--- config.mk ---
export PLATFORM = sky130hd
export DESIGN_NAME = fazyrv_wb_arb
export DESIGN_NICKNAME = d
export VERILOG_FILES = /design/src/rtl/fazyrv_arb_pkg.sv /design/src/rtl/fazyrv_arb_tmo.sv /design/src/rtl/fazyrv_wb_arb.sv
export SDC_FILE = /design/constraint.sdc
export NUM_CORES = 1
export LEC_CHECK = 0
export CELL_PAD_IN_SITES_DETAIL_PLACEMENT = 0
export CELL_PAD_IN_SITES_GLOBAL_PLACEMENT = 1
export CORE_ASPECT_RATIO = 2
export CORE_MARGIN = 2
export CORE_UTILIZATION = 10
export CTS_BUF_LIST = sky130_fd_sc_hd__clkbuf_2
export DETAILED_ROUTE_END_ITERATION = 10
export PLACE_DENSITY_LB_ADDON = 0.1
export SYNTH_ARGS = -nofsm -noshare
export SYNTH_HDL_FRONTEND = slang
export SYNTH_SLANG_ARGS = --single-unit
--- constraint.sdc ---
create_clock -name clk_i -period 1.45 [get_ports clk_i]
set_clock_uncertainty 0.2 [all_clocks]
set_input_delay 0.29 -clock clk_i [delete_from_list [all_inputs] [get_ports clk_i]]
set_output_delay 0.29 -clock clk_i [all_outputs]
set_load 0.03 [all_outputs]
--- src/rtl/fazyrv_arb_pkg.sv ---
// Shared types and constants for the FazyRV imem/dmem Wishbone arbiter.
// Latency: n/a (declarations only).
// Backpressure: n/a (declarations only).
package fazyrv_arb_pkg;

  // Arbiter ownership states: bus free, owned by instruction fetch, owned by data port
  typedef enum logic [1:0] {
    IDLE  = 2'd0,
    GNT_I = 2'd1,
    GNT_D = 2'd2
  } arb_state_t;

  // Request side of the shared Wishbone bus as driven by the arbiter
  typedef struct packed {
    logic        cyc;
    logic        stb;
    logic        we;
    logic [3:0]  be;
    logic [31:0] adr;
    logic [31:0] dat;
  } wb_req_t;

  // Read data handed to a master whose access was abandoned by the watchdog
  localparam logic [31:0] TMO_DATA = 32'hFFFF_FFFF;

  // Width of the slave-ack watchdog counter
  localparam int TMO_CNTW = 16;

endpackage

--- src/rtl/fazyrv_arb_tmo.sv ---
// Watchdog that counts granted cycles without a slave ack and fires at TIMEOUT.
// Latency: fire_o is combinational in the TIMEOUT-th granted cycle without ack.
// Backpressure: none; an ack in the firing cycle suppresses the fire.
module fazyrv_arb_tmo
  import fazyrv_arb_pkg::*;
#(
  parameter int TIMEOUT = 255
) (
  input  logic clk_i,
  input  logic rst_in,
  input  logic busy_i,
  input  logic ack_i,
  output logic fire_o
);

  localparam logic [TMO_CNTW-1:0] LIMIT = TMO_CNTW'(TIMEOUT - 1);

  logic [TMO_CNTW-1:0] cnt_q, cnt_d;

  // Counter is zero in the first granted cycle and advances on every cycle the slave stays silent
  always_comb begin
    cnt_d = cnt_q;
    if (!busy_i) begin
      cnt_d = '0;
    end else if (!ack_i) begin
      cnt_d = cnt_q + 1'b1;
    end
  end

  // Counter register; the arbiter leaves the granted state on fire, so it never wraps
  always_ff @(posedge clk_i or negedge rst_in) begin
    if (!rst_in) begin
      cnt_q <= '0;
    end else begin
      cnt_q <= cnt_d;
    end
  end

  // A real ack in the limit cycle wins over the watchdog
  assign fire_o = busy_i & ~ack_i & (cnt_q == LIMIT);

endmodule

--- src/rtl/fazyrv_wb_arb.sv ---
// Two-master (imem/dmem) to one-slave Wishbone arbiter; optional ack watchdog under FAZYRV_ARB_TIMEOUT_EN.
// Latency: 1 cycle of arbitration before the slave sees cyc/stb; acks and read data pass through combinationally.
// Backpressure: the losing master is stalled by withholding its ack; one idle bus cycle separates transactions.
module fazyrv_wb_arb
  import fazyrv_arb_pkg::*;
#(
  parameter int TIMEOUT    = 255,
  parameter bit IMEM_FIRST = 1'b0
) (
  input  logic        clk_i,
  input  logic        rst_in,

  input  logic        wb_imem_stb_i,
  input  logic        wb_imem_cyc_i,
  input  logic [31:0] wb_imem_adr_i,
  output logic [31:0] wb_imem_dat_o,
  output logic        wb_imem_ack_o,

  input  logic        wb_dmem_cyc_i,
  input  logic        wb_dmem_stb_i,
  input  logic        wb_dmem_we_i,
  input  logic [3:0]  wb_dmem_be_i,
  input  logic [31:0] wb_dmem_adr_i,
  input  logic [31:0] wb_dmem_dat_i,
  output logic [31:0] wb_dmem_dat_o,
  output logic        wb_dmem_ack_o,

  output logic        wb_mem_cyc_o,
  output logic        wb_mem_stb_o,
  output logic        wb_mem_we_o,
  output logic [3:0]  wb_mem_be_o,
  output logic [31:0] wb_mem_adr_o,
  output logic [31:0] wb_mem_dat_o,
  input  logic [31:0] wb_mem_dat_i,
  input  logic        wb_mem_ack_i,

  output logic        tmo_o
);

  if (TIMEOUT < 2 || TIMEOUT > 65535) begin : g_bad_timeout
    $error("fazyrv_wb_arb: TIMEOUT must lie in 2..65535");
  end

  arb_state_t state_q, state_d;
  // Set when imem held the most recent grant, so dmem wins the next tie
  logic       last_imem_q, last_imem_d;
  logic       req_imem, req_dmem;
  logic       tmo_fire;
  wb_req_t    bus;

  assign req_imem = wb_imem_cyc_i & wb_imem_stb_i;
  assign req_dmem = wb_dmem_cyc_i & wb_dmem_stb_i;

`ifdef FAZYRV_ARB_TIMEOUT_EN
  fazyrv_arb_tmo #(
    .TIMEOUT (TIMEOUT)
  ) u_tmo (
    .clk_i  (clk_i),
    .rst_in (rst_in),
    .busy_i (state_q != IDLE),
    .ack_i  (wb_mem_ack_i),
    .fire_o (tmo_fire)
  );
`else
  assign tmo_fire = 1'b0;
`endif

  // Next grant: ties go to the master that did not hold the last grant; an ack, abort or timeout frees the bus
  always_comb begin
    state_d     = state_q;
    last_imem_d = last_imem_q;
    case (state_q)
      IDLE: begin
        if (req_imem && (!req_dmem || !last_imem_q)) begin
          state_d     = GNT_I;
          last_imem_d = 1'b1;
        end else if (req_dmem) begin
          state_d     = GNT_D;
          last_imem_d = 1'b0;
        end
      end
      GNT_I: begin
        if (wb_mem_ack_i || tmo_fire || !wb_imem_cyc_i) begin
          state_d = IDLE;
        end
      end
      GNT_D: begin
        if (wb_mem_ack_i || tmo_fire || !wb_dmem_cyc_i) begin
          state_d = IDLE;
        end
      end
      default: begin
        state_d = IDLE;
      end
    endcase
  end

  // Grant register; reset asynchronously frees the bus and restores the tie-break preset
  always_ff @(posedge clk_i or negedge rst_in) begin
    if (!rst_in) begin
      state_q     <= IDLE;
      last_imem_q <= !IMEM_FIRST;
    end else begin
      state_q     <= state_d;
      last_imem_q <= last_imem_d;
    end
  end

  // Route the granted master onto the bus and the slave response back to it only
  always_comb begin
    bus           = '0;
    wb_imem_ack_o = 1'b0;
    wb_dmem_ack_o = 1'b0;
    wb_imem_dat_o = wb_mem_dat_i;
    wb_dmem_dat_o = wb_mem_dat_i;
    case (state_q)
      GNT_I: begin
        bus.cyc       = wb_imem_cyc_i;
        bus.stb       = wb_imem_cyc_i & wb_imem_stb_i;
        bus.we        = 1'b0;
        bus.be        = 4'hF;
        bus.adr       = wb_imem_adr_i;
        bus.dat       = '0;
        wb_imem_ack_o = wb_mem_ack_i | tmo_fire;
        if (tmo_fire) begin
          wb_imem_dat_o = TMO_DATA;
        end
      end
      GNT_D: begin
        bus.cyc       = wb_dmem_cyc_i;
        bus.stb       = wb_dmem_cyc_i & wb_dmem_stb_i;
        bus.we        = wb_dmem_we_i;
        bus.be        = wb_dmem_be_i;
        bus.adr       = wb_dmem_adr_i;
        bus.dat       = wb_dmem_dat_i;
        wb_dmem_ack_o = wb_mem_ack_i | tmo_fire;
        if (tmo_fire) begin
          wb_dmem_dat_o = TMO_DATA;
        end
      end
      default: begin
        bus = '0;
      end
    endcase
  end

  assign wb_mem_cyc_o = bus.cyc;
  assign wb_mem_stb_o = bus.stb;
  assign wb_mem_we_o  = bus.we;
  assign wb_mem_be_o  = bus.be;
  assign wb_mem_adr_o = bus.adr;
  assign wb_mem_dat_o = bus.dat;
  assign tmo_o        = tmo_fire;

endmodule

## After elaboration in Yosys (flattened, before gate mapping)

Index checks and enable logic that the tools add are counted.
W data, S select, Z words.

| word-level totals | value |
|---|---|
| input port bits | 140 |
| output and inout bits | 138 |
| bits in registers | 3 |
| logic and storage cells | 31 |

| operators by class | value |
|---|---|
| bitwise logic cells | 2 |
| equality and inequality tests | 5 |
| reduce and logical (&&, ||, !) cells | 12 |
| muxes and demuxes | 10 |

Operator list:

| cell | number |
|---|---|
| $pmux W71 S2 | 1 |
| $mux W2 | 4 |
| $pmux W2 S3 | 1 |
| $logic_not A1 Y1 | 4 |
| $mux W1 | 4 |
| $ne A2 B2 Y1 const B | 2 |
| $logic_or A1 B1 Y1 | 3 |
| $ne A3 B3 Y1 const B | 1 |
| $reduce_and A3 Y1 | 1 |
| $and A1 B1 Y1 | 2 |
| $eq A2 B1 Y1 const B | 1 |
| $eq A2 B2 Y1 const B | 1 |
| $logic_not A2 Y1 | 1 |
| $reduce_and A2 Y1 | 1 |
| $reduce_bool A2 Y1 | 1 |
| $logic_and A1 B1 Y1 | 1 |

## Logic depth before layout (Yosys ltp)

Gate-level depths: netlist of the first run.

| logic depth | value |
|---|---|
| depth after elaboration | 6 |
| gate-level depth with buffers | 6 |
| gate-level depth less buffers | 5 |

## Worst setup path after synthesis of the first run

Ideal clock, no wire load.

| timing path | value |
|---|---|
| kind | flip-flop to output port |
| start | register state_q[0] |
| end | output wb_mem_adr_o[11] |
| stages on the path, launching flop included | 6 |
| buffers on the path | 2 |
| data required time | 960 ps |
| setup slack | -541 ps |
| arrival time | 1,501 ps |
| cell sequence | dfrtp_1 -> inv_1 -> ha_1 -> buf_2 -> clkbuf_1 -> nor2b_1 |

| on the way | value |
|---|---|
| word-level cells in the longest chain between the ends | 2 |
| elaborated cells on any way between the ends | 3 |
| classes of those cells | eq/ne (2); mux (1) |

RTL lines:

| what | RTL line | source |
|---|---|---|
| start, declared | fazyrv_wb_arb.sv:44 | `arb_state_t state_q, state_d;` |
| start signal, assigned | fazyrv_wb_arb.sv:104 | `state_q <= state_d;` |
| $eq A2 B2 Y1 or $eq A2 B1 Y1 (tied branches) | fazyrv_wb_arb.sv:116 | `case (state_q)` |
| $pmux W71 S2 * | fazyrv_wb_arb.sv:116 |  |
| end, declared | fazyrv_wb_arb.sv:32 | `output logic [31:0] wb_mem_adr_o,` |

Every way passes the cells marked *; elsewhere a longest branch is shown, timed or not.

## Final worst setup path of the first run

| timing path | value |
|---|---|
| start | register state_q[0] |
| end | output wb_mem_cyc_o |

| on the way | value |
|---|---|
| word-level cells in the longest chain between the ends | 2 |
| elaborated cells on any way between the ends | 3 |
| classes of those cells | eq/ne (2); mux (1) |

RTL lines:

| what | RTL line | source |
|---|---|---|
| $eq A2 B2 Y1 or $eq A2 B1 Y1 (tied branches) | fazyrv_wb_arb.sv:116 |  |
| $pmux W71 S2 * | fazyrv_wb_arb.sv:116 |  |
| end, declared | fazyrv_wb_arb.sv:28 | `output logic wb_mem_cyc_o,` |

Marks and branches as above.

==> run metrics, run 1 <==
initial antenna violation count 0; violated checks negative setup slack; final WL 8038 µm; die area 16430 µm²; power share of the combinational group 96.5%; most frequent cells in the layout clkdlybuf4s50_1, buf_6, nor2b_4; hold slack 71.09 ps; post-synthesis compound-gate area fraction 21.42%; worst setup margin -635.2 ps; Hold Path Class in -> async; Starting Density 10.15%; # DRC 0; Cell Area, Placed 3517 µm²; final core occ 28.25%; Fmax 479.6 MHz; Yosys warnings 0; vias in the first global route 2129; Reg clk slew, reported paths 60 ps; most common cell after layout, fill and taps aside clkdlybuf4s50_1; root buffer cell clkbuf_2; post-synth design cell area 1536 µm²; Die W 91.65 µm; final hold violations 0; Unique masters post-synth 24; Crit Path Max Fanout 7; num rows 64; Peak VDD IR 0.9878 mV; Tmin final 2085 ps; drt initial violations 12; Syn Area/Cell 7.146 µm²; clock sinks 3; vias after detailed routing 2004; worst-case clock buffer depth 2; post-synthesis instance total 215; worst slack at placement -417.6 ps; GRT Residual Overflow 0; CTS tree done; setup violators final 75; CP Capture Type output pin; Simple-Gate Fraction of Synth Area 32.57%; Cell Int Power 4.824 mW; Post-CTS Hold Fix Bufs 0; wire per inst 14.56 µm; synthesis-stage register bit count 3; Crit Path Category reg -> out; Synth Net Count 358; sequential share of the synthesized area 4.967%; layout cells sized above 1 64.69%; Lkg Pwr 1.672 nW; Max Transition Viols Final 0; CP Data Arrival Time 1600 ps; CP startpoint kind register; global-route usage over all layers 8.397%; TritonCTS buffer count 3; Routed Antenna Nets 0; Flop pwr share 2.0%; net switching power figure 3.746 mW; mux contribution to synthesized area 0%; IO Pins 278; first-pass GRT wire length 11040 µm; Detailed Place HPWL 5908 µm; Placer Congestion 0.7246; Clk pwr share 1.5%; area grow syn2layout 178.3%; Final Cycle Share 143.8%; unrepaired setup endpoints after global routing true; cell area after layout 4275 µm²; Die Ht 179.3 µm; largest net degree at the start of global routing 31; H-Tree Depth 1; Power Density 2004 nW/µm²; later-pin clock latency in the skew report 220 ps; Nets 498; vias per cell 3.630; setup TNS -43010 ps; Max Cap Violations 0; required time at the worst-slack endpoint 960 ps; largest family of logic cells by synthesized area buffers and inverters; post-synthesis adder-cell area fraction 2.443%; Switching Share 43.71%; xor/xnor cell area share of the yosys netlist 0%; status finished, violations left; PortBufs 180; number of detailed-route iterations in the first pass 5; Core Area 15130 µm²; Ant. Diodes 0
## cells by family (layout without fill, tap and decap cells)
logic type,count (synthesis),in the layout
compound gates,43,43
buf+inv,83,222
simple gates,82,82
other cells,1,1
fa+ha+maj,3,3
flops,3,3
## cell usage after synthesis
cell / count / area [µm²]
a21boi_1: 1 / 7.510
a21oi_1: 4 / 20.02
a22oi_1: 32 / 240.2
a22oi_4: 1 / 21.27
a2bb2oi_1: 2 / 17.52
and2_1: 35 / 219.0
and2b_2: 1 / 8.760
and3_1: 1 / 6.260
buf_2: 6 / 30.03
buf_4: 66 / 495.5
buf_6: 3 / 33.78
clkbuf_1: 6 / 22.52
conb_1: 1 / 3.750
dfrtp_1: 2 / 50.05
dfstp_2: 1 / 26.28
ha_1: 3 / 37.54
inv_1: 2 / 7.510
nand2_1: 3 / 11.26
nand3_1: 4 / 20.02
nor2_1: 1 / 3.750
nor2_2: 1 / 6.260
nor2b_1: 36 / 225.2
o21ai_0: 1 / 5.000
o32ai_1: 2 / 17.52
## timing repair
item / 4_1_cts / 5_1_grt
hold endpoints to repair: 0 / 0
buffers inserted: 4 / 5
setup endpoints to repair: 75 / 75
cloned: 1 / 8
pin swaps: 5 / 4
gates resized for setup: 80 / 33
## power groups by stage
stage	Sequential, mW	Clock [mW]	Combinational, mW
floorplan	0.175	0	4.74
detailed placement	0.184	0	6.42
global placement	0.180	0	6.41
global route	0.183	0.139	8.70
finish	0.175	0.127	8.27
CTS	0.182	0.129	7.33
## cell type report
class | instances | area (µm²)
repair buffers | 216 | 2459
well taps | 198 | 247.7
fillers | 1561 | 10860
multi-input cells | 129 | 1465
inverters | 2 | 7.507
flip-flops and latches | 3 | 76.32
clock buffers | 4 | 20.02
## worst max-delay path, stage by stage, from the launching register on
cell,delay [ps]
dfrtp_1,400
buf_6,130
ha_4,180
buf_12,150
a22oi_4,150
and2b_2,240
buf_6,130
## path summary, 6_finish.rpt
check	start	to	slack, ps	depth (start not counted)
max	state_q[0]$_DFFE_PN0P_	wb_mem_cyc_o	-640	6
min	rst_in	state_q[0]$_DFFE_PN0P_	70	1
max reg2reg	state_q[0]$_DFFE_PN0P_	state_q[0]$_DFFE_PN0P_	-310	7
min reg2reg	last_imem_q$_DFFE_PN1P_	last_imem_q$_DFFE_PN1P_	300	2
max in group asynchronous	rst_in	last_imem_q$_DFFE_PN1P_	740	1
min in group clk_i	last_imem_q$_DFFE_PN1P_	last_imem_q$_DFFE_PN1P_	300	2
## flip-flops by register name (all words and copies together) (netlist names)
name,cells
state_q,2
last_imem_q,1
## per-stage QoR
step           total power, mW  std cells
2_1_floorplan            4.919        215
6_report                 8.570        552
3_5_place_dp             6.602        531
4_1_cts                  7.646        540
5_1_grt                  9.023        552
3_3_place_gp             6.588        531
## routing by layer
layer / vias up / global-route usage [%] / wire (µm)
li1: 930 / - / -
met1: 902 / 8.501 / 2951
met2: 170 / 15.75 / 4136
met3: 2 / 4.119 / 932
met4: 0 / 1.136 / 18
met5: - / 0 / 0
(Power assumes the default switching activity.)
==> inputs of run 2 (changes only) <==
Settings changed: CORE_UTILIZATION 10 to 12.
Clock period 1.45 ns to 2.68 ns, I/O delays scaled along.
==> run metrics, run 2 (synthesis gave the netlist of run 1 again) <==
status finished, final reports clean (was finished, violations left); unrepaired setup endpoints after global routing false (was true); worst-case clock buffer depth 2 (unchanged); PortBufs 180 (unchanged); num rows 58 (was 64); Lkg Pwr 1.190 nW (was 1.672 nW); CP top delay family buffers and inverters (unchanged); # DRC 0 (unchanged); required time at the worst-slack endpoint 1940 ps (was 960 ps); Die W 84.01 µm (was 91.65 µm); Final Cycle Share 91.32%; Detailed Place HPWL 6017 µm (was 5908 µm); vias in the first global route 1744 (was 2129); worst setup margin 232.6 ps (was -635.2 ps); area grow syn2layout 87.05% (was 178.3%); drt initial violations 35 (was 12); most frequent cells in the layout clkdlybuf4s50_1, buf_4, nor2b_1 (was clkdlybuf4s50_1, buf_6, nor2b_4); first-pass GRT wire length 10120 µm (was 11040 µm); later-pin clock latency in the skew report 200 ps (was 220 ps); Largest regs state_q: 2 flops, last_imem_q: 1 flops (unchanged); Power Density 920.2 nW/µm² (was 2004 nW/µm²); met3 wire length 372 µm (was 932 µm); setup TNS 0 ps (was -43010 ps); CP startpoint kind register (unchanged); worst slack at placement 250.3 ps (was -417.6 ps); die area 13780 µm² (was 16430 µm²); Peak VDD IR 0.3371 mV (was 0.9878 mV); Filler cells 1413 (was 1561); Die Ht 164.0 µm (was 179.3 µm); final WL 7310 µm (was 8038 µm); layout cells sized above 1 26.93% (was 64.69%); CTS resizes 0 (was 80); H-Tree Depth 1 (unchanged); Cell Area, Placed 2851 µm² (was 3517 µm²); Reg clk slew, reported paths 40 ps (was 60 ps); global-route usage over all layers 9.432% (was 8.397%); Placer Congestion 0.6911 (was 0.7246); number of detailed-route iterations in the first pass 4 (was 5); Setup Buffers After CTS 0 (was 4); FF+latch area 76.32 µm² (unchanged); clock sinks 3 (unchanged); largest net degree at the start of global routing 37 (was 31); vias per cell 3.722 (was 3.630); TritonCTS buffer count 3 (unchanged); max reg flops 2 (unchanged); register name with the most flops state_q (unchanged); multi-input logic area 873.3 µm² (was 1465 µm²); Max Transition Viols Final 0 (unchanged); CP Data Arrival Time 1710 ps (was 1600 ps); Nets 467 (was 498); CP max-delay cell dfrtp_1 (unchanged); critical path cell sequence inv_1, ha_1, buf_12, a22oi_1, nor2b_1, buf_12 (was buf_6, ha_4, buf_12, a22oi_4, and2b_2, buf_6); most common cell after layout, fill and taps aside clkdlybuf4s50_1 (unchanged); wire per inst 15.42 µm (was 14.56 µm); initial antenna violation count 0 (unchanged); Starting Density 12.24% (was 10.15%); IO Pins 278 (unchanged); met1 wire length 2167 µm (was 2951 µm); Fmax 408.6 MHz; Tmin final 2447 ps; CTS tree done (unchanged); root buffer cell clkbuf_2 (unchanged); GRT Residual Overflow 0 (unchanged); Critical Path Max Stage Delay 370 ps (was 400 ps); Core Area 12550 µm² (was 15130 µm²); CP dominant cell by count buf_12 (was buf_6); CP Capture Type output pin (unchanged); Top Metal Used met4 (unchanged); Max Cap Violations 0 (unchanged); r2r setup slk 960 ps (was -310 ps); vias after detailed routing 1764 (was 2004); setup violators final 0 (was 75); buffers plus inverters on the worst setup path 3 (unchanged); wire length on met2 4545 µm (was 4136 µm); Routed Antenna Nets 0 (unchanged); Crit Path Max Fanout 36 (was 7); overall power 2.645 mW (was 8.570 mW); final hold violations 0 (unchanged); Crit Path Category reg -> out (unchanged); Hold Path Class reg -> reg (was in -> async); Post-CTS Hold Fix Bufs 0 (unchanged); cell area after layout 2874 µm² (was 4275 µm²)
## run 2: worst paths after layout
check                                        start                      end  depth (start not counted)
setup / recovery            state_q[1]$_DFFE_PN0P_          wb_mem_adr_o[0]                          6
hold / removal             last_imem_q$_DFFE_PN1P_  last_imem_q$_DFFE_PN1P_                          2
hold reg to reg            last_imem_q$_DFFE_PN1P_  last_imem_q$_DFFE_PN1P_                          2
max in group asynchronous                   rst_in  last_imem_q$_DFFE_PN1P_                          1
min in group asynchronous                   rst_in   state_q[0]$_DFFE_PN0P_                          1
setup reg to reg            state_q[0]$_DFFE_PN0P_   state_q[0]$_DFFE_PN0P_                          6
## run 2: area by class of cell
cell class,count,share of cell area (%)
Timing Repair Buffer,185,59.38
Multi-Input combinational cell,129,30.39
Tap cell,150,6.530
Sequential cell,3,2.656
Clock buffer,4,0.6966
Inverter,2,0.2612
Antenna cell,1,0.08707
## run 2: report_power, final
group	total, mW	internal [mW]	switching [mW]	leakage, nW
Combinational	2.49	1.06	1.43	1.14
Sequential	0.0888	0.0733	0.0155	0.0366
Clock	0.0625	0.0394	0.0231	0.0166
## run 2: per-layer routing
layer	up-vias	global-route usage, %
met5	-	0
met4	0	3.886
met3	25	0.8543
met2	74	20.25
met1	797	8.628
li1	868	-
## run 2: per-stage QoR
stage	std cells	hold WS (ps)	utilization (%)
floorplan	215	40.41	-
global placement	469	294.7	22.71
detailed placement	469	305.0	22.71
CTS	473	312.3	22.87
global route	473	302.2	22.87
finish	474	301.6	22.89
## run 2: worst reg2reg max path: stages, from the launching register on
cell,delay (ps)
dfrtp_1,350
inv_1,80
ha_2,200
buf_4,200
a22oi_4,190
a2bb2oi_1,240
o32ai_1,130
